`src/rtl/arm_wb_unit_if.sv`:
```
// MEM->WB entry handshake plus the register-file write ports and retire count.
interface arm_wb_unit_if #(
  parameter int REG_ADDR_W = 4
);
  logic                  flush;
  logic                  in_valid;
  logic                  in_ready;
  logic [31:0]           in_mem_data;
  logic [31:0]           in_alu_data;
  logic                  in_rd_data_sel;
  logic                  in_rd_we;
  logic [REG_ADDR_W-1:0] in_rd_num;
  logic [1:0]            in_ld_size;
  logic                  in_ld_signed;
  logic [1:0]            in_addr_lo;
  logic                  in_base_we;
  logic [REG_ADDR_W-1:0] in_base_num;
  logic [31:0]           in_base_data;
  logic                  wb0_we;
  logic [REG_ADDR_W-1:0] wb0_num;
  logic [31:0]           wb0_data;
  logic                  wb1_we;
  logic [REG_ADDR_W-1:0] wb1_num;
  logic [31:0]           wb1_data;
  logic [31:0]           retired_cnt;

  // WB unit side
  modport slave (
    input  flush, in_valid, in_mem_data, in_alu_data, in_rd_data_sel, in_rd_we, in_rd_num,
           in_ld_size, in_ld_signed, in_addr_lo, in_base_we, in_base_num, in_base_data,
    output in_ready, wb0_we, wb0_num, wb0_data, wb1_we, wb1_num, wb1_data, retired_cnt
  );

  // MEM stage / register file side
  modport master (
    output flush, in_valid, in_mem_data, in_alu_data, in_rd_data_sel, in_rd_we, in_rd_num,
           in_ld_size, in_ld_signed, in_addr_lo, in_base_we, in_base_num, in_base_data,
    input  in_ready, wb0_we, wb0_num, wb0_data, wb1_we, wb1_num, wb1_data, retired_cnt
  );
endinterface

```
`src/rtl/arm_wb_unit.sv`:
```
// Write-back stage: MEM/WB register, load alignment/extension and RF write
// sequencing. With one write port a dual-destination entry takes two cycles
// (Rd, then base) and holds off MEM through in_ready.
module arm_wb_unit #(
  parameter int NUM_WR_PORTS     = 1,
  parameter int REG_ADDR_W       = 4,
  parameter bit ROTATE_UNALIGNED = 1'b1
) (
  input  logic          clk,
  input  logic          rst,
  arm_wb_unit_if.slave  bus
);

  localparam bit SINGLE = (NUM_WR_PORTS == 1);

  typedef enum logic [1:0] {IDLE, WR1, WR2} state_t;

  state_t                state_q;
  logic                  dual_q;
  logic [REG_ADDR_W-1:0] base_num_q;
  logic [31:0]           base_data_q;
  logic                  wb0_we_q, wb1_we_q;
  logic [REG_ADDR_W-1:0] wb0_num_q, wb1_num_q;
  logic [31:0]           wb0_data_q, wb1_data_q;
  logic [31:0]           cnt_q;

  logic [4:0]  sh;
  logic [31:0] rot_w;
  logic [7:0]  ld_b;
  logic [15:0] ld_h;
  logic [31:0] ld_data;
  logic [31:0] rd_val;
  logic        both_we, same_reg, dual_in, cap, last_cyc;

  assign sh    = {bus.in_addr_lo, 3'b000};
  assign rot_w = (bus.in_mem_data >> sh) | (bus.in_mem_data << (6'd32 - {1'b0, sh}));
  assign ld_b  = bus.in_mem_data[sh +: 8];
  assign ld_h  = bus.in_mem_data[{bus.in_addr_lo[1], 4'b0000} +: 16];

  // Load data alignment and extension; size 11 behaves as a word
  always_comb begin
    ld_data = bus.in_mem_data;
    case (bus.in_ld_size)
      2'b01:   ld_data = bus.in_ld_signed ? {{24{ld_b[7]}}, ld_b} : {24'h0, ld_b};
      2'b10:   ld_data = bus.in_ld_signed ? {{16{ld_h[15]}}, ld_h} : {16'h0, ld_h};
      default: ld_data = ROTATE_UNALIGNED ? rot_w : bus.in_mem_data;
    endcase
  end

  assign rd_val   = bus.in_rd_data_sel ? bus.in_alu_data : ld_data;
  assign both_we  = bus.in_rd_we && bus.in_base_we;
  // Rd==base: the loaded/ALU value wins and the base write is dropped
  assign same_reg = both_we && (bus.in_rd_num == bus.in_base_num);
  assign dual_in  = SINGLE && both_we && !same_reg;

  assign bus.in_ready = !(state_q == WR1 && dual_q);
  assign cap          = bus.in_valid && bus.in_ready && !bus.flush;
  assign last_cyc     = (state_q == WR1 && !dual_q) || (state_q == WR2);

  // Entry sequencing; write ports are registered so num/data hold when we drops
  always_ff @(posedge clk or posedge rst) begin
    if (rst) begin
      state_q     <= IDLE;
      dual_q      <= 1'b0;
      base_num_q  <= '0;
      base_data_q <= '0;
      wb0_we_q    <= 1'b0;
      wb0_num_q   <= '0;
      wb0_data_q  <= '0;
      wb1_we_q    <= 1'b0;
      wb1_num_q   <= '0;
      wb1_data_q  <= '0;
      cnt_q       <= '0;
    end else begin
      if (last_cyc) cnt_q <= cnt_q + 32'd1;
      if (state_q == WR1 && dual_q) begin
        // second cycle of a serialised entry: base writeback
        state_q    <= WR2;
        dual_q     <= 1'b0;
        wb0_we_q   <= 1'b1;
        wb0_num_q  <= base_num_q;
        wb0_data_q <= base_data_q;
        wb1_we_q   <= 1'b0;
      end else if (cap) begin
        state_q     <= WR1;
        dual_q      <= dual_in;
        base_num_q  <= bus.in_base_num;
        base_data_q <= bus.in_base_data;
        wb0_we_q    <= bus.in_rd_we || bus.in_base_we;
        if (bus.in_rd_we) begin
          wb0_num_q  <= bus.in_rd_num;
          wb0_data_q <= rd_val;
        end else if (bus.in_base_we) begin
          wb0_num_q  <= bus.in_base_num;
          wb0_data_q <= bus.in_base_data;
        end
        if (!SINGLE) begin
          wb1_we_q <= both_we && !same_reg;
          if (both_we && !same_reg) begin
            wb1_num_q  <= bus.in_base_num;
            wb1_data_q <= bus.in_base_data;
          end
        end else begin
          wb1_we_q <= 1'b0;
        end
      end else begin
        state_q  <= IDLE;
        wb0_we_q <= 1'b0;
        wb1_we_q <= 1'b0;
      end
    end
  end

  assign bus.wb0_we      = wb0_we_q;
  assign bus.wb0_num     = wb0_num_q;
  assign bus.wb0_data    = wb0_data_q;
  assign bus.wb1_we      = wb1_we_q;
  assign bus.wb1_num     = wb1_num_q;
  assign bus.wb1_data    = wb1_data_q;
  assign bus.retired_cnt = cnt_q;

endmodule

```
`src/flat_wrapper.sv`:
```
// flat-port wrapper written by rule: the top's interface ports become plain ports
module arm_wb_unit_flat 
#(
  parameter int NUM_WR_PORTS     = 1,
  parameter int REG_ADDR_W       = 4,
  parameter bit ROTATE_UNALIGNED = 1'b1
)
  (clk, rst, bus_flush, bus_in_valid, bus_in_mem_data, bus_in_alu_data, bus_in_rd_data_sel, bus_in_rd_we, bus_in_rd_num, bus_in_ld_size, bus_in_ld_signed, bus_in_addr_lo, bus_in_base_we, bus_in_base_num, bus_in_base_data, bus_in_ready, bus_wb0_we, bus_wb0_num, bus_wb0_data, bus_wb1_we, bus_wb1_num, bus_wb1_data, bus_retired_cnt);
  arm_wb_unit_if #(.REG_ADDR_W(REG_ADDR_W)) bus_i ();
  input  logic clk;
  input  logic rst;
  input wire logic [$bits(bus_i.flush)-1:0] bus_flush;
  input wire logic [$bits(bus_i.in_valid)-1:0] bus_in_valid;
  input wire logic [$bits(bus_i.in_mem_data)-1:0] bus_in_mem_data;
  input wire logic [$bits(bus_i.in_alu_data)-1:0] bus_in_alu_data;
  input wire logic [$bits(bus_i.in_rd_data_sel)-1:0] bus_in_rd_data_sel;
  input wire logic [$bits(bus_i.in_rd_we)-1:0] bus_in_rd_we;
  input wire logic [$bits(bus_i.in_rd_num)-1:0] bus_in_rd_num;
  input wire logic [$bits(bus_i.in_ld_size)-1:0] bus_in_ld_size;
  input wire logic [$bits(bus_i.in_ld_signed)-1:0] bus_in_ld_signed;
  input wire logic [$bits(bus_i.in_addr_lo)-1:0] bus_in_addr_lo;
  input wire logic [$bits(bus_i.in_base_we)-1:0] bus_in_base_we;
  input wire logic [$bits(bus_i.in_base_num)-1:0] bus_in_base_num;
  input wire logic [$bits(bus_i.in_base_data)-1:0] bus_in_base_data;
  output wire logic [$bits(bus_i.in_ready)-1:0] bus_in_ready;
  output wire logic [$bits(bus_i.wb0_we)-1:0] bus_wb0_we;
  output wire logic [$bits(bus_i.wb0_num)-1:0] bus_wb0_num;
  output wire logic [$bits(bus_i.wb0_data)-1:0] bus_wb0_data;
  output wire logic [$bits(bus_i.wb1_we)-1:0] bus_wb1_we;
  output wire logic [$bits(bus_i.wb1_num)-1:0] bus_wb1_num;
  output wire logic [$bits(bus_i.wb1_data)-1:0] bus_wb1_data;
  output wire logic [$bits(bus_i.retired_cnt)-1:0] bus_retired_cnt;
  assign bus_i.flush = bus_flush;
  assign bus_i.in_valid = bus_in_valid;
  assign bus_i.in_mem_data = bus_in_mem_data;
  assign bus_i.in_alu_data = bus_in_alu_data;
  assign bus_i.in_rd_data_sel = bus_in_rd_data_sel;
  assign bus_i.in_rd_we = bus_in_rd_we;
  assign bus_i.in_rd_num = bus_in_rd_num;
  assign bus_i.in_ld_size = bus_in_ld_size;
  assign bus_i.in_ld_signed = bus_in_ld_signed;
  assign bus_i.in_addr_lo = bus_in_addr_lo;
  assign bus_i.in_base_we = bus_in_base_we;
  assign bus_i.in_base_num = bus_in_base_num;
  assign bus_i.in_base_data = bus_in_base_data;
  assign bus_in_ready = bus_i.in_ready;
  assign bus_wb0_we = bus_i.wb0_we;
  assign bus_wb0_num = bus_i.wb0_num;
  assign bus_wb0_data = bus_i.wb0_data;
  assign bus_wb1_we = bus_i.wb1_we;
  assign bus_wb1_num = bus_i.wb1_num;
  assign bus_wb1_data = bus_i.wb1_data;
  assign bus_retired_cnt = bus_i.retired_cnt;
  arm_wb_unit #(.NUM_WR_PORTS(NUM_WR_PORTS), .REG_ADDR_W(REG_ADDR_W), .ROTATE_UNALIGNED(ROTATE_UNALIGNED)) u_core (.clk(clk), .rst(rst), .bus(bus_i));
endmodule
```
`config.mk`:
```
export PLATFORM = sky130hd
export DESIGN_NAME = arm_wb_unit_flat
export DESIGN_NICKNAME = d
export VERILOG_FILES = /design/src/rtl/arm_wb_unit_if.sv /design/src/rtl/arm_wb_unit.sv /design/src/flat_wrapper.sv
export SDC_FILE = /design/constraint.sdc
export NUM_CORES = 1
export LEC_CHECK = 0
export ABC_CLOCK_PERIOD_IN_PS = 5000
export BUFFER_PORTS_ARGS = -buffer_cell sky130_fd_sc_hd__buf_2
export CAP_MARGIN = 20
export CORE_MARGIN = 2
export CORE_UTILIZATION = 50
export CTS_CLUSTER_SIZE = 28
export DETAILED_ROUTE_END_ITERATION = 8
export GPL_ROUTABILITY_DRIVEN = 0
export PLACE_DENSITY = 0.78
export RECOVER_POWER = 100
export SKIP_CTS_REPAIR_TIMING = 1
export SLEW_MARGIN = 20
export SYNTH_ARGS = -nofsm -noshare
export SYNTH_HDL_FRONTEND = slang
export SYNTH_SLANG_ARGS = --single-unit
```
`constraint.sdc`:
```
create_clock -name clk -period 5 [get_ports clk]
set_clock_uncertainty 0.2 [all_clocks]
set_input_delay 1 -clock clk [delete_from_list [all_inputs] [get_ports clk]]
set_output_delay 1 -clock clk [all_outputs]
set_load 0.005 [all_outputs]
```
-- Word-level counts from Yosys, hierarchy flattened
Cells that the tools add are included.
- flip-flop bits (word level): 108
- input port bits: 116
- output and inout bits: 107
- word-level logic and storage cells: 56
- $add $sub $neg: 2
- equal/unequal tests: 5
- shift-type cells: 4
- multiplexer cells: 18
- bitwise logic cells: 2
- reductions and logical operators: 17
- operators with widths (kind ; number):
    32-bit 2-to-1 mux ; 7
    32-bit case mux with 2 select lines ; 1
    32-bit by 1-bit adder with 32-bit output (second input constant) ; 1
    32-bit OR ; 1
    32-bit by 6-bit variable part select with 16-bit output ; 1
    32-bit by 6-bit variable part select with 8-bit output ; 1
    32-bit by 6-bit << shifter with 32-bit output ; 1
    32-bit by 5-bit right shift with 32-bit output ; 1
    4-bit 2-to-1 mux ; 4
    1-bit logical AND ; 7
    6-bit by 5-bit subtractor with 6-bit output (first input constant) ; 1
    1-bit 2-to-1 mux ; 5
    2-bit by 1-bit equality test with 1-bit output (second input constant) ; 2
    2-bit equality test (second input constant) ; 2
    4-bit equality test ; 1
    1-bit logical NOT ; 4
    2-bit AND reduction ; 2
    3-bit nonzero test ; 1
    1-bit logical OR ; 2
    2-bit 2-to-1 mux ; 1
    2-bit nonzero test ; 1
    1-bit NOT ; 1

-- Depth between registers and ports, before layout
Gate-level depths: netlist (run 1).
- depth after elaboration: 8
- gate-level depth with buffers: 11
- mapped depth without buffers: 6

-- Worst setup path after synthesis (run 1)
OpenSTA, ideal clock, no wires.
- path type: input -> register
- from: input bus_in_addr_lo[0]
- to: register u_core.wb0_data_q[11], in the netlist u_core.bus.wb0_data[11]
- library setup time: 87 ps
- arrival: 2858 ps
- required time: 4713 ps
- path slack: 1855 ps
- stages: 10
- buffers on the path: 4
- path through: buf_6 > buf_12 > buf_8 > inv_1 > ha_1 > or2_2 > buf_2 > o21a_1 > a221o_1 > o211ai_1
- cells in the longest elaborated chain, start to end: 8
- elaborated cells between the ends (all ways): 11
- classes of those cells: add/sub (1); shift (3); mux (6); bitwise (1)
- RTL lines (item ; RTL line ; RTL):
    start: declaration ; flat_wrapper.sv:21 ; input wire logic [$bits(bus_i.in_addr_lo)-1:0] bus_in_addr_lo;
    6-bit by 5-bit subtractor with 6-bit output ; arm_wb_unit.sv:36 ; assign rot_w = (bus.in_mem_data >> sh) | (bus.in_mem_data << (6'd32 - {1'b0, sh}));
    32-bit by 6-bit << shifter with 32-bit output ; arm_wb_unit.sv:36 ;
    32-bit OR ; arm_wb_unit.sv:36 ;
    32-bit case mux with 2 select lines (*) ; arm_wb_unit.sv:43 ; case (bus.in_ld_size)
    32-bit 2-to-1 mux (*) ; arm_wb_unit.sv:50 ; assign rd_val = bus.in_rd_data_sel ? bus.in_alu_data : ld_data;
    32-bit 2-to-1 mux (*) ; arm_wb_unit.sv:90 ; if (bus.in_rd_we) begin
    32-bit 2-to-1 mux (*) ; arm_wb_unit.sv:84 ; end else if (cap) begin
    32-bit 2-to-1 mux (*) ; arm_wb_unit.sv:76 ; if (state_q == WR1 && dual_q) begin
    end signal: assignment ; arm_wb_unit.sv:82 ; wb0_data_q <= base_data_q;
    end signal: assignment ; arm_wb_unit.sv:92 ; wb0_data_q <= rd_val;
    end signal: assignment ; arm_wb_unit.sv:95 ; wb0_data_q <= bus.in_base_data;
    end: declaration ; arm_wb_unit.sv:24 ; logic [31:0] wb0_data_q, wb1_data_q;
Mark *: on every way between the ends. The rest lies on a longest branch, timed or not. The select of a mux whose other input is x is not followed.
A chain may end at the register's enable or synchronous reset.

-- Final worst setup path (run 1)
- from: input bus_in_addr_lo[1]
- to: register u_core.wb0_data_q[22], in the netlist u_core.bus.wb0_data[22]
Same word-level chain as after synthesis.

==> impl_metrics.py, run 1 <==
metrics = {
    "status": {
        "outcome": "complete, but fails checks",
        "violations": "capacitance limit, slew limit",
    },
    "cells_and_area": {
        "finalNonFillerCells": 1112,
        "drive_above_1_share": 0.279,
        "areaGrowthSynthToFinish_pct": 14.6,
        "nets": 1043,
        "layout_commonest_cell": "buf_2",
        "postLayoutCoreUtil": 0.587,
        "mostFrequentLayoutCells": "buf_2, dfrtp_1, mux2_2, nand2_1, conb_1",
        "n_antenna_cell": 0,
        "post-route-cell-area_um2": 8530,
    },
    "global_route": {
        "grt_overflow_total": 0,
        "grt_start_max_net_pins": 81,
        "grt_util_all_layers": 0.277,
        "initial_antenna_violation_count": 0,
        "wire_length_of_the_first_global_routing_pass_um": 35200,
        "first_global_vias": 6449,
    },
    "power": {
        "fin_total_pwr_w": 0.00255,
        "p_sw_w": 0.000813,
        "power.share.clock": 0.291,
        "p_int_w": 0.00174,
        "seq_power_share": 0.441,
        "cellLeakagePower_nw": 3.78,
        "netSwitchingFraction": 0.319,
        "power-per-cell-area_nw_per_um2": 299,
        "comb_power_share": 0.269,
        "max-vdd-ir-drop_uv": 162,
    },
    "setup_path": {
        "critical_path.max_fanout": 39,
        "ff2ff_setup_slack_ps": 1420,
        "timing.setup.critical_path_class": "primary input to register",
        "timing.reg2reg.worst_path_depth": 7,
        "worst_ep_arrival_ps": 3870,
        "worstSetupEndpointType": "register",
        "critical_path.reg2reg.endpoint": "u_core.bus.wb0_data[23]",
        "critical_path.reg2reg.startpoint": "u_core.dual_q",
        "cp_data_required_time_ps": 4990,
        "critPathLaunchType": "primary input",
    },
    "timing": {
        "max_slew_margin": -0.240,
        "setup_total_negative_slack_ps": 0,
        "report.final.slew_viol_count": 70,
        "setup_viol": 0,
        "post_layout_minimum_cycle_time_ps": 3880,
        "period_share": 0.776,
        "timing_hold_violations_final": 0,
        "max_freq_ghz": 0.258,
        "tightest_slew_ps": 1860,
        "grt_setup_unrepaired": "no",
    },
    "placed_design": {
        "buffer_ports.inserted": 185,
        "detailedPlacementHpwl_um": 16500,
        "placed_cells_incl_taps": 1095,
        "postPlaceCellArea_um2": 8250,
    },
    "clocking": {
        "cts_htree_levels": 3,
        "clock_tree.buffer_depth": 2,
        "buffer_type_at_the_clock_tree_root": "clkbuf_16",
        "cts_tree": "yes",
        "cts.sink_count": 108,
        "tritoncts.num_buffers": 9,
        "cts.reportedPaths.clkPinSlew_ps": 70,
        "clock_latency_ps": 350,
    },
    "detailed_routing": {
        "via_per_inst": 6.14,
        "detail_route.wirelength_um": 22400,
        "final_antenna_net_count": 0,
        "via_count_of_the_routed_design": 6825,
        "detail_route.first_pass.iterations": 5,
        "wl_per_cell_um": 20.1,
        "post-route-drc-count": 0,
        "drtIter0Drc": 525,
    },
    "worst_hold_path": {
        "min_delay_path_depth": 1,
        "whs_endpoint": "u_core.bus.retired_cnt[31]",
        "min_from": "u_core.bus.retired_cnt[31]",
        "worstHoldPathType": "register to register",
    },
    "floorplan": {
        "area_of_the_die_um2": 15900,
        "die_height_um": 126,
        "std_cell_rows": 44,
        "die_w_um": 126,
        "standard_cell_core_area_um2": 14500,
        "top_level_ports": 223,
        "initial_utilization": 0.512,
    },
    "run": {
        "max-cap-violations": 2,
    },
    "synthesis": {
        "netlist_instances": 769,
        "asyncSetResetFlopFracSynth": 1.00,
        "synth_enable_flop_cells": 0,
        "syn-cell-area_um2": 7440,
        "synth-warning-count": 36,
        "synth_area_per_cell_um2": 9.67,
        "ys_ff_latch": 108,
        "ys_seq_area_frac": 0.363,
        "synth_ff_type": "dfrtp_1",
        "library_cells_used_by_synthesis": 67,
    },
}
## cells in the mapped netlist (all sizes together) (5+ instances only)
| cell | count | area [um2] |
|---|---|---|
| a211oi | 21 | 168 |
| a21oi | 29 | 160 |
| a221o | 15 | 150 |
| a221oi | 17 | 155 |
| a22oi | 6 | 45.0 |
| and3 | 17 | 106 |
| and4 | 5 | 43.8 |
| buf | 65 | 473 |
| clkbuf | 26 | 98.8 |
| dfrtp | 108 | 2700 |
| inv | 21 | 78.8 |
| mux2 | 57 | 642 |
| mux2i | 34 | 340 |
| nand2 | 50 | 188 |
| nand2b | 21 | 131 |
| nand3 | 34 | 170 |
| nand3b | 8 | 60.1 |
| nand4 | 20 | 125 |
| nor2 | 25 | 101 |
| nor2b | 7 | 46.3 |
| nor3 | 11 | 55.1 |
| o211ai | 28 | 210 |
| o21a | 10 | 75.1 |
| o21ai | 23 | 115 |
| o22ai | 19 | 119 |
| xnor2 | 33 | 289 |
## routing by layer
layer | part of all wire | up-vias | GRT usage
li1 | - | 3124 | -
met1 | 0.44 | 3317 | 0.392
met2 | 0.46 | 342 | 0.438
met3 | 0.072 | 42 | 0.0472
met4 | 0.028 | 0 | 0.0866
met5 | 0 | - | 0
## worst max-delay path by stage
stage                                 start                 endpoint  slack [ps]  depth (start not counted)
after floorplan                         rst    u_core.base_data_q[0]         950                          1
after global placement    bus_in_addr_lo[1]  u_core.bus.wb0_data[12]        1650                          7
after detailed placement  bus_in_addr_lo[1]  u_core.bus.wb0_data[11]        1600                          7
after CTS                 bus_in_addr_lo[1]  u_core.bus.wb0_data[11]        1970                          7
after global routing      bus_in_addr_lo[1]  u_core.bus.wb0_data[18]         960                          7
final                     bus_in_addr_lo[1]  u_core.bus.wb0_data[22]        1120                          7
## power groups by stage
| stage | clock [W] | sequential (W) | combinational, W |
|---|---|---|---|
| finish | 0.000742 | 0.00112 | 0.000685 |
| global route | 0.000799 | 0.00114 | 0.000751 |
| CTS | 0.000752 | 0.00112 | 0.000692 |
| detailed placement | 0 | 0.00114 | 0.000689 |
| global placement | 0 | 0.00113 | 0.000677 |
| floorplan | 0 | 0.00112 | 0.000430 |
## through the flow
stage,hold slack (ps),setup slack [ps]
after detailed placement,263,1600
after floorplan,246,954
after global placement,258,1650
after CTS,277,1970
after global routing,305,963
final,270,1120
## layout make-up
type,instances,area [um2]
Clock buffer,10,239
Clock inverter,6,68.8
Fill cell,1324,6010
Inverter,21,80.1
Multi-Input combinational cell,585,4210
Sequential cell,108,2700
Tap cell,184,230
Timing Repair Buffer,198,998
## registers in the layout (all words and copies together) (netlist names)
| register | cells |
|---|---|
| u_core.base_data_q | 32 |
| u_core.bus.retired_cnt | 32 |
| u_core.bus.wb0_data | 32 |
| u_core.base_num_q | 4 |
| u_core.bus.wb0_num | 4 |
| u_core.state_q | 2 |
| u_core.bus.wb0_we | 1 |
| u_core.dual_q | 1 |
## critical path, stage by stage
cell,delay [ps]
clkbuf_1,100
clkbuf_1,1350
mux2i_1,330
o21ai_0,110
buf_4,220
o21ai_0,600
a211oi_1,160
## logic make-up (layout without fill, tap and decap cells)
family,count (synthesis),after routing,share of synthesized area
muxes,95,95,0.144
other,1,37,0.000504
DFF,108,108,0.363
xor gates and xnor gates,35,35,0.0412
buffers and inverters,112,235,0.0875
adders and majority gates,4,4,0.00673
AOI/OAI and AO/OA,198,198,0.197
and+or+nand+nor,216,216,0.160
Power figures use the tool's default switching activity.
==> run 2, diff against run 1 <==
- ABC_CLOCK_PERIOD_IN_PS: 5000 -> 3850
- clock period: 5 -> 3.85 ns (I/O delays scaled with it)
==> run 2 against run 1 <==
Net effect: the run still ends with capacitance limit, slew limit left; clock-buffer cell count decreased by 1; wire length fell by 0.67%; combinational power up 28%; via count grew 0.75%; largest power group unchanged; highest routed layer unchanged.
==> impl_metrics.py, run 2 (same netlist as run 1, synthesis figures left out) <==
metrics = {
    "status": {
        "outcome": "complete, but fails checks",
        "violations": "capacitance limit, slew limit",
    },
    "clocking": {
        "clock_latency_ps": 360,
        "cts.reportedPaths.clkPinSlew_ps": 80,
        "tritoncts.num_buffers": 9,
        "buffer_type_at_the_clock_tree_root": "clkbuf_16",
        "cts.sink_count": 108,
        "cts_tree": "yes",
        "clock_tree.buffer_depth": 2,
        "cts_htree_levels": 3,
    },
    "setup_path": {
        "timing.setup.critical_path_class": "register to register",
        "critPathLaunchType": "register",
        "critical_path_cell_sequence": "nand3b_1, inv_1, a21oi_1, inv_1, o22ai_1, a211oi_1",
        "worstSetupEndpointType": "register",
        "delay_of_the_slowest_cell_on_the_worst_path_ps": 990,
        "cp_data_required_time_ps": 3910,
        "critical-path-slowest-cell": "inv_1",
        "worst_ep_arrival_ps": 3160,
        "path_common_cell": "inv_1",
        "critical_path.max_fanout": 43,
    },
    "timing": {
        "setup_viol": 0,
        "max_freq_ghz": 0.323,
        "timing_hold_violations_final": 0,
        "period_share": 0.805,
        "post_layout_minimum_cycle_time_ps": 3100,
        "tightest_slew_ps": 1560,
        "setup_total_negative_slack_ps": 0,
        "max_slew_margin": -0.0452,
        "grt_setup_unrepaired": "no",
        "report.final.slew_viol_count": 35,
    },
    "detailed_routing": {
        "drtIter0Drc": 623,
        "via_per_inst": 6.16,
        "final_antenna_net_count": 0,
        "post-route-drc-count": 0,
        "detail_route.wirelength_um": 22200,
        "via_count_of_the_routed_design": 6876,
        "wl_per_cell_um": 19.9,
        "detail_route.first_pass.iterations": 5,
    },
    "global_route": {
        "first_global_vias": 6417,
        "grt_start_max_net_pins": 75,
        "wire_length_of_the_first_global_routing_pass_um": 34800,
        "grt_overflow_total": 0,
        "initial_antenna_violation_count": 0,
        "grt_util_all_layers": 0.275,
    },
    "cells_and_area": {
        "n_antenna_cell": 0,
        "nets": 1047,
        "layout.filler_cells": 1306,
        "mostFrequentLayoutCells": "buf_2, dfrtp_1, mux2_2, nand2_1, conb_1",
        "areaGrowthSynthToFinish_pct": 14.8,
        "layout_commonest_cell": "buf_2",
        "post-route-cell-area_um2": 8540,
        "postLayoutCoreUtil": 0.587,
        "drive_above_1_share": 0.283,
    },
    "floorplan": {
        "initial_utilization": 0.512,
        "area_of_the_die_um2": 15900,
        "top_level_ports": 223,
        "standard_cell_core_area_um2": 14500,
        "die_height_um": 126,
        "std_cell_rows": 44,
        "die_w_um": 126,
    },
    "placed_design": {
        "detailedPlacementHpwl_um": 16600,
        "buffer_ports.inserted": 185,
        "postPlaceCellArea_um2": 8300,
    },
    "run": {
        "max-cap-violations": 1,
    },
    "power": {
        "power-per-cell-area_nw_per_um2": 383,
        "cellLeakagePower_nw": 3.79,
        "max-vdd-ir-drop_uv": 221,
    },
    "worst_hold_path": {
        "worstHoldPathType": "register to register",
    },
}
[run 2: path summary, 6_finish.rpt]
path                                                  from                          to  slack [ps]  depth (start not counted)
worst max-delay path                     u_core.state_q[1]     u_core.bus.wb0_data[15]         750                          6
worst min-delay path            u_core.bus.retired_cnt[31]  u_core.bus.retired_cnt[31]         270                          1
worst max register to register           u_core.state_q[1]     u_core.bus.wb0_data[15]         750                          6
worst min register to register  u_core.bus.retired_cnt[31]  u_core.bus.retired_cnt[31]         270                          1
max in group asynchronous                              rst       u_core.base_data_q[5]        1900                          3
min in group asynchronous                              rst   u_core.bus.retired_cnt[3]         570                          2
[run 2: final cells by class]
class	count	area (um2)	area share
Multi-Input combinational cell	585	4200	0.492
Sequential cell	108	2700	0.317
Timing Repair Buffer	202	1020	0.119
Tap cell	184	230	0.0270
Clock buffer	9	225	0.0264
Inverter	21	80.1	0.00938
Clock inverter	7	78.8	0.00923
[run 2: where the power goes]
part	total, W	internal, W	switching [W]	leakage (nW)
Combinational	0.000878	0.000403	0.000476	2.30
Clock	0.000932	0.000462	0.000470	0.148
Sequential	0.00146	0.00132	0.000136	1.35
Total	0.00327	0.00219	0.00108	3.79
[run 2: through the flow]
stage	power (W)	hold WS [ps]	instances	setup slack, ps
3_5_place_dp	0.00237	263	1100	823
2_1_floorplan	0.00202	246	805	34.4
4_1_cts	0.00330	227	1116	1200
6_report	0.00327	272	1116	751
5_1_grt	0.00343	307	1116	504
3_3_place_gp	0.00235	258	1100	836
[run 2: critical path: cells and delay by family (launching register included)]
family | cells | cell delay (ps)
DFF | 1 | 390
buffers and inverters | 2 | 1370
AOI/OAI and AO/OA | 3 | 840
and+or+nand+nor | 1 | 180
[run 2: per-layer routing]
layer | track usage | routed length [um] | up-vias | share of wire
li1 | - | - | 3125 | -
met1 | 0.371 | 9130 | 3322 | 0.41
met2 | 0.445 | 10600 | 384 | 0.47
met3 | 0.0569 | 1990 | 45 | 0.089
met4 | 0.0853 | 561 | 0 | 0.025
met5 | 0 | 0 | - | 0
==> run 3, diff against run 2 <==
- ABC_AREA: unset -> 1
- ABC_CLOCK_PERIOD_IN_PS: 3850 -> 2600
- CORE_UTILIZATION: 50 -> 49
- PLACE_DENSITY: 0.78 -> 0.79
- clock period: 3.85 -> 2.6 ns (I/O delays scaled with it)
==> run 3 against run 2 <==
Net effect: the run now ends clean; sequential share of layout area is 2.0 points lower; combinational power is 50% higher; via count is 24% higher; sequential power is 47% higher; global-route usage is 0.70 points lower.
==> impl_metrics.py, run 3 <==
metrics = {
    "status": {
        "outcome": "finished, final reports clean",
    },
    "detailed_routing": {
        "wl_per_cell_um": 14.0,
        "detail_route.wirelength_um": 22900,
        "via_per_inst": 5.20,
        "final_antenna_net_count": 0,
        "post-route-drc-count": 0,
        "via_count_of_the_routed_design": 8502,
        "drtIter0Drc": 814,
        "detail_route.first_pass.iterations": 5,
    },
    "floorplan": {
        "standard_cell_core_area_um2": 15900,
        "initial_utilization": 0.503,
        "die_w_um": 132,
        "area_of_the_die_um2": 17300,
        "top_level_ports": 223,
        "std_cell_rows": 46,
        "die_height_um": 132,
    },
    "setup_path": {
        "critical_path.max_fanout": 44,
        "timing.setup.critical_path_class": "register to primary output",
        "crit_path_start": "u_core.state_q[1]",
        "worst_ep_arrival_ps": 1600,
        "critical-path-top-delay-family": "buffers and inverters",
        "critical_path.reg2reg.startpoint": "u_core.state_q[0]",
        "critical-path-slowest-cell": "clkbuf_4",
        "critical_path_cell_sequence": "inv_1, nand3_2, clkbuf_4, buf_2",
        "worstPathBufferInverterCount": 3,
        "critPathLaunchType": "register",
        "cp_data_required_time_ps": 1880,
        "worstSetupEndpointType": "primary output",
        "delay_of_the_slowest_cell_on_the_worst_path_ps": 390,
    },
    "global_route": {
        "grt_start_max_net_pins": 109,
        "wire_length_of_the_first_global_routing_pass_um": 38400,
        "grt_util_all_layers": 0.268,
        "grt_overflow_total": 0,
        "first_global_vias": 7935,
        "initial_antenna_violation_count": 3,
    },
    "timing": {
        "max_freq_ghz": 0.431,
        "period_share": 0.892,
        "grt_setup_unrepaired": "no",
        "setup_viol": 0,
        "timing_hold_violations_final": 0,
        "post_layout_minimum_cycle_time_ps": 2320,
        "postLayoutSetupSlackWorst_ps": 280,
        "setup_total_negative_slack_ps": 0,
        "tightest_slew_ps": 1480,
        "report.final.slew_viol_count": 0,
        "max_slew_margin": 0.0117,
    },
    "clocking": {
        "buffer_type_at_the_clock_tree_root": "clkbuf_16",
        "cts_htree_levels": 3,
        "clock_latency_ps": 350,
        "clock_tree.buffer_depth": 2,
        "cts_tree": "yes",
        "tritoncts.num_buffers": 9,
        "cts.reportedPaths.clkPinSlew_ps": 80,
        "cts.sink_count": 108,
    },
    "synthesis": {
        "yosysMostFrequentCell": "nand2_1",
        "synthDominantCellAreaShare": 0.339,
        "synth_ff_type": "dfrtp_1",
        "yosysTopAreaCell": "dfrtp_1",
        "ys_ff_latch": 108,
        "synth.area.top_cells": "dfrtp_1, nand2_1, nor2_1",
        "netlist_instances": 1259,
        "synth_area_per_cell_um2": 6.34,
        "synth_enable_flop_cells": 0,
        "ys_seq_area_frac": 0.339,
        "syn-cell-area_um2": 7980,
        "library_cells_used_by_synthesis": 39,
        "netlist_top_cells_count": "nand2_1, nor2_1, inv_1",
        "asyncSetResetFlopFracSynth": 1.00,
        "synth-warning-count": 36,
    },
    "run": {
        "max-cap-violations": 0,
    },
    "cells_and_area": {
        "mostFrequentLayoutCells": "nand2_1, nor2_1, buf_2, inv_1, dfrtp_1",
        "nets": 1531,
        "post-route-cell-area_um2": 9100,
        "areaGrowthSynthToFinish_pct": 14.0,
        "drive_above_1_share": 0.148,
        "postLayoutCoreUtil": 0.573,
        "layout_commonest_cell": "nand2_1",
    },
    "worst_hold_path": {
        "min_from": "bus_in_base_data[28]",
        "worstHoldPathType": "primary input to register",
    },
    "placed_design": {
        "dp_slack_ps": 157,
        "postPlaceCellArea_um2": 8910,
        "buffer_ports.inserted": 185,
        "detailedPlacementHpwl_um": 17000,
    },
    "power": {
        "power-per-cell-area_nw_per_um2": 529,
        "cellLeakagePower_nw": 5.06,
        "max-vdd-ir-drop_uv": 391,
    },
}
run 3: cell count changes after synthesis, sizes merged, moves of 34 or more:
cell   delta
nand2   +438
nor2    +132
inv      +95
o21ai    +63
mux2     -57
nand3    +48
mux2i    -34
run 3: worst paths after layout:
kind / depth (start not counted) / endpoint / slack (ps)
setup reg to reg: 9 / u_core.bus.retired_cnt[28] / 340
hold / removal: 3 / u_core.base_data_q[28] / 160
hold reg to reg: 2 / u_core.bus.wb0_data[13] / 280
min in group asynchronous: 3 / u_core.bus.wb0_num[1] / 460
max in group asynchronous: 3 / u_core.bus.wb0_data[22] / 770
setup / recovery: 4 / bus_in_ready / 280
run 3: layout make-up:
| type | instances | area, um2 |
|---|---|---|
| Sequential cell | 108 | 2700 |
| Inverter | 116 | 442 |
| Fill cell | 1636 | 6780 |
| Multi-Input combinational cell | 971 | 4350 |
| Clock buffer | 10 | 229 |
| Timing Repair Buffer | 205 | 1050 |
| Clock inverter | 6 | 53.8 |
| Antenna cell | 2 | 5.00 |
| Tap cell | 216 | 270 |
run 3: layer usage:
metal / routed length, um / GRT usage / up-vias / part of all wire
li1: - / - / 4158 / -
met4: 862 / 0.109 / 2 / 0.038
met2: 10100 / 0.419 / 408 / 0.44
met5: 11 / 0 / - / 0.00048
met3: 2090 / 0.0563 / 71 / 0.091
met1: 9830 / 0.360 / 3863 / 0.43
run 3: kinds of logic (layout without fill, tap and decap cells):
family                     after synthesis  after routing  synth area share
AOI/OAI and AO/OA                      133            133            0.0909
xor gates and xnor gates                33             33            0.0362
adders and majority gates                4              4           0.00627
buffers and inverters                  216            337             0.130
DFF                                    108            108             0.339
other                                    1             39          0.000470
and+or+nand+nor                        764            764             0.398
run 3: worst reg2reg max path, cell delays in order, from the launching register on:
cell and delay (ps):
dfrtp_1 400, or2_1 230, nand2_1 410, nand2_1 220, inv_1 130, nand2_1 130, nor3_4 210, nand3_1 110
nand2_1 90, inv_1 40
run 3: power by group:
| part | internal, W | switching, W | total [W] |
|---|---|---|---|
| clock | 0.000673 | 0.000685 | 0.00136 |
| combinational | 0.000495 | 0.000823 | 0.00132 |
| sequential | 0.00194 | 0.000202 | 0.00215 |
| total | 0.00311 | 0.00171 | 0.00482 |
run 3: stage by stage:
stage / hold slack, ps / instances / power, W
after floorplan: 246 / 1295 / 0.00299
after global placement: 260 / 1616 / 0.00348
after detailed placement: 261 / 1616 / 0.00351
after CTS: 159 / 1632 / 0.00486
after global routing: 179 / 1633 / 0.00513
final: 165 / 1634 / 0.00482
